## src/rtl/hazard_ctrl_unit.sv

```systemverilog
// Load-use hazard and branch-flush control for the 5-stage MIPS front end.
// Optional stall-cycle performance counter enabled by defining HAZARD_PERF_CNT_EN.
module hazard_ctrl_unit #(
  parameter int REG_AW     = 5,
  parameter int LOAD_STALL = 1,
  parameter int CNT_W      = 16
) (
  input  logic              clk,
  input  logic              rst_n,
  input  logic              id_ex_mem_read,
  input  logic [REG_AW-1:0] id_ex_rt,
  input  logic [REG_AW-1:0] if_id_rs,
  input  logic [REG_AW-1:0] if_id_rt,
  input  logic              if_id_rt_used,
  input  logic              ex_branch_taken,
  output logic              pc_write,
  output logic              if_id_write,
  output logic              id_ex_control,
  output logic              if_id_flush,
  output logic              stall_active,
  output logic [CNT_W-1:0]  stall_cycles
);

  localparam int REM_W = (LOAD_STALL > 1) ? $clog2(LOAD_STALL) : 1;

  typedef enum logic {
    RUN,
    HOLD
  } state_e;

  state_e            state_q, state_d;
  logic [REM_W-1:0]  rem_q, rem_d;
  logic              haz;

  // Register $zero is never a real dependency, so a load into it never stalls.
  assign haz = id_ex_mem_read && (id_ex_rt != '0) &&
               ((id_ex_rt == if_id_rs) || (if_id_rt_used && (id_ex_rt == if_id_rt)));

  always_comb begin
    pc_write      = 1'b1;
    if_id_write   = 1'b1;
    id_ex_control = 1'b1;
    if_id_flush   = 1'b0;
    state_d       = state_q;
    rem_d         = rem_q;
    if (rst_n) begin
      unique case (state_q)
        RUN: begin
          if (ex_branch_taken) begin
            id_ex_control = 1'b0;
            if_id_flush   = 1'b1;
          end else if (haz) begin
            pc_write      = 1'b0;
            if_id_write   = 1'b0;
            id_ex_control = 1'b0;
            if (LOAD_STALL > 1) begin
              state_d = HOLD;
              rem_d   = REM_W'(LOAD_STALL - 1);
            end
          end
        end
        HOLD: begin
          // A taken branch here aborts the remaining bubbles and flushes instead.
          if (ex_branch_taken) begin
            id_ex_control = 1'b0;
            if_id_flush   = 1'b1;
            rem_d         = '0;
            state_d       = RUN;
          end else begin
            pc_write      = 1'b0;
            if_id_write   = 1'b0;
            id_ex_control = 1'b0;
            rem_d         = rem_q - REM_W'(1);
            if (rem_q == REM_W'(1)) begin
              state_d = RUN;
            end
          end
        end
        default: begin
          state_d = RUN;
          rem_d   = '0;
        end
      endcase
    end
  end

  assign stall_active = ~pc_write & rst_n;

  always_ff @(posedge clk) begin
    if (!rst_n) begin
      state_q <= RUN;
      rem_q   <= '0;
    end else begin
      state_q <= state_d;
      rem_q   <= rem_d;
    end
  end

`ifdef HAZARD_PERF_CNT_EN
  logic [CNT_W-1:0] cnt_q, cnt_d;

  // Saturates at all-ones rather than wrapping.
  always_comb begin
    cnt_d = cnt_q;
    if (stall_active && (cnt_q != '1)) begin
      cnt_d = cnt_q + CNT_W'(1);
    end
  end

  always_ff @(posedge clk) begin
    if (!rst_n) begin
      cnt_q <= '0;
    end else begin
      cnt_q <= cnt_d;
    end
  end

  assign stall_cycles = cnt_q;
`else
  assign stall_cycles = '0;
`endif

endmodule

```

## config.mk

```make
export PLATFORM = sky130hd
export DESIGN_NAME = hazard_ctrl_unit
export DESIGN_NICKNAME = d
export VERILOG_FILES = /design/src/rtl/hazard_ctrl_unit.sv
export SDC_FILE = /design/constraint.sdc
export NUM_CORES = 1
export LEC_CHECK = 0
export CORE_MARGIN = 5
export CORE_UTILIZATION = 27
export CTS_CLUSTER_DIAMETER = 40
export CTS_CLUSTER_SIZE = 10
export DETAILED_ROUTE_END_ITERATION = 8
export PLACE_DENSITY = 0.77
export SLEW_MARGIN = 15
export SYNTH_ARGS = -nofsm -noshare
export SYNTH_HDL_FRONTEND = slang
export SYNTH_SLANG_ARGS = --single-unit
```

## constraint.sdc

```tcl
create_clock -name clk -period 1.85 [get_ports clk]
set_clock_uncertainty 0.15 [all_clocks]
set_input_delay 0.2775 -clock clk [delete_from_list [all_inputs] [get_ports clk]]
set_output_delay 0.2775 -clock clk [all_outputs]
set_load 0.05 [all_outputs]
```

==> impl_metrics.tcl <==
set metrics [dict create \
    synth_top_area_share_pct 33.12 \
    avgRoutedWirePerCell_um 10.15 \
    r2r_start "state_q$_SDFF_PP0_" \
    vias 403 \
    outcome "finished with violations" \
    reg2reg_depth 4 \
    final_area_um2 747.0 \
    gp_congestion 0.6318 \
    finalHoldViolCount 0 \
    die_x_um 47.78 \
    reg2reg_slack_ns 0.87 \
    path_class "input port to output port" \
    dpl_cell_area_um2 710.7 \
    synth_edf_count 0 \
    coreArea_um2 1334 \
    cts_made_buffers 3 \
    cts.sink_count 2 \
    drtIter0Drc 2 \
    rows 13 \
    hp-class "flop to flop" \
    synth_most_common_cell "buf_4" \
    min_period_ns 2.008 \
    worstPathRequired_ns 1.42 \
    power.density_nw_per_um2 445.6 \
    rsz0062_at_grt "true" \
    die_area_um2 2283 \
    grt.total_usage_pct 8.844 \
    drcViolationCount 0 \
    avgSynthCellArea_um2 7.411 \
    finalCritPeriodShare_pct 108.5 \
    setup_ws_ns -0.1578 \
    root_buffer "clkbuf_4" \
    cts_tree "built" \
    ys.flop_type "dfxtp_1" \
    worstSetupEndpointType "output port" \
    drv_slew 0 \
    totalWireLength_mm 1.035 \
    whs_endpoint "rem_q$_SDFFE_PN0P_" \
    htree_levels 1 \
    syn_inst 52 \
    clock_latency_ns 0.22 \
    final_antenna_net_count 0 \
    synthToLayoutAreaGrowth_pct 93.83 \
    start_util_pct 28.89 \
    ys_types 18 \
    drive_above_1_share_pct 33.33 \
    antenna_cells 0 \
    synth-seq-area-share_pct 10.39 \
    dp_hpwl_um 940.5 \
    final_util_pct 56.00 \
    overflow 0 \
    async_flop_share_pct 0 \
    synth_area_leaders "buf_4, xnor2_1, dfxtp_1, nor2_1, a221oi_2" \
    synth-seq-cells 2 \
    clk_pin_slew_ns 0.03 \
    holdCritStartpoint "rem_q$_SDFFE_PN0P_" \
    synth_area_um2 385.4 \
    synth_commonest_cells "buf_4, xnor2_1, nor2_1" \
    viasPerCell 3.951 \
    holdPathStages 2 \
    first_pass_iters 3 \
    max-cap-violations 0 \
    power.total_mw 0.3329 \
    r2r_end "rem_q$_SDFFE_PN0P_" \
    crit_fanout 2 \
    finalSetupTns_ns -0.5554 \
    port_buffers 24 \
    synth_largest_area_cell "buf_4" \
    hold_slack_ns 0.3376 \
    arrival_ns 1.58 \
    worst_setup_path_start_kind "input port" \
    fin_nets 109 \
    yosys_warnings 0 \
    grt_pass1_wl_mm 1.400 \
    fmax_ghz 0.4981 \
    irDropWorstVdd_uv 194.8 \
    grt_max_degree 6 \
    io_pins 41 \
    failed_checks "negative setup slack" \
    grt_pass1_vias 407 \
    dieHeight_um 47.78 \
    p_leak_nw 0.3434 \
    finalSetupViolations 4 \
    clk_path_buf_depth 2 \
    antenna_found_initial 0 \
]
-- cells by family after synthesis --
logic type | after synthesis | synth area share (%)
AO/OA/AOI/OAI | 6 | 13.31
XOR/XNOR | 10 | 22.73
buffers and inverters | 19 | 35.07
flip-flops | 2 | 10.39
other | 1 | 0.9731
AND/OR/NAND/NOR | 14 | 17.53
-- metrics by stage --
step | setup WS (ns) | cells
after detailed placement | -0.5079 | 98
final | -0.1578 | 102
after global placement | -0.4681 | 98
after floorplan | -0.3343 | 67
after CTS | -0.1979 | 101
after global routing | -0.2070 | 102
-- registers in the layout (all words and copies together), names as in the netlist --
| signal | count |
|---|---|
| rem_q | 1 |
| state_q | 1 |
-- worst max-delay path: stages --
cell      delay [ns]
buf_6           0.09
or4_4           0.53
o21ai_4         0.16
nor2_2          0.06
a221oi_4        0.28
buf_12          0.17
-- layer usage --
layer	track usage, %	part of all wire, %	wire length (µm)
met3	1.128	14	145
met1	6.416	26	269
met5	0	0	0
met4	6.452	0	0
met2	19.26	60	619
-- layout by cell type (no fill, tap or decap) --
cell	instances
xnor2_1	9
o21ai_4	1
dlygate4sd2_1	11
xnor2_2	1
nand4_1	1
buf_4	10
clkbuf_4	3
or4_4	1
o22ai_1	1
buf_6	2
nand2b_1	2
conb_1	16
dfxtp_1	2
nor2_1	3
nand3_1	1
a221oi_4	1
clkdlybuf4s50_1	4
and2_1	1
nand2_1	2
a22oi_2	1
buf_12	5
clkdlybuf4s15_1	1
a22o_1	1
nor2_2	3
a21oi_1	1
inv_1	2
buf_2	1
-- layout make-up --
class | count | area, µm²
inverter | 2 | 7.507
clock buffer | 3 | 22.52
fill | 132 | 586.8
multi-input combinational | 46 | 309.0
tap | 15 | 18.77
timing repair buffer | 34 | 349.1
sequential | 2 | 40.04
-- report_power, final --
part	leakage (nW)	internal, mW	switching [mW]
registers	0.0161	0.0435	0.0000000000000000150
logic	0.314	0.0741	0.121
clock network	0.0138	0.0714	0.0231
total	0.343	0.189	0.144
-- how the worst max path moves through the flow --
stage,startpoint,end,slack (ns),cells after the start
global route,id_ex_rt[4],id_ex_control,-0.21,6
detailed placement,id_ex_rt[0],pc_write,-0.51,6
CTS,id_ex_rt[4],pc_write,-0.20,6
finish,id_ex_rt[4],id_ex_control,-0.16,6
global placement,id_ex_rt[0],id_ex_control,-0.47,6
floorplan,id_ex_rt[0],pc_write,-0.33,5
-- timing repair --
item,CTS,global route
endpoints found under the setup margin,4,4
endpoints found under the hold margin,0,0
setup buffers,0,1
hold buffers,0,0
gates resized for setup,28,4
pin swaps,16,4
Power figures use the tool's default switching activity.
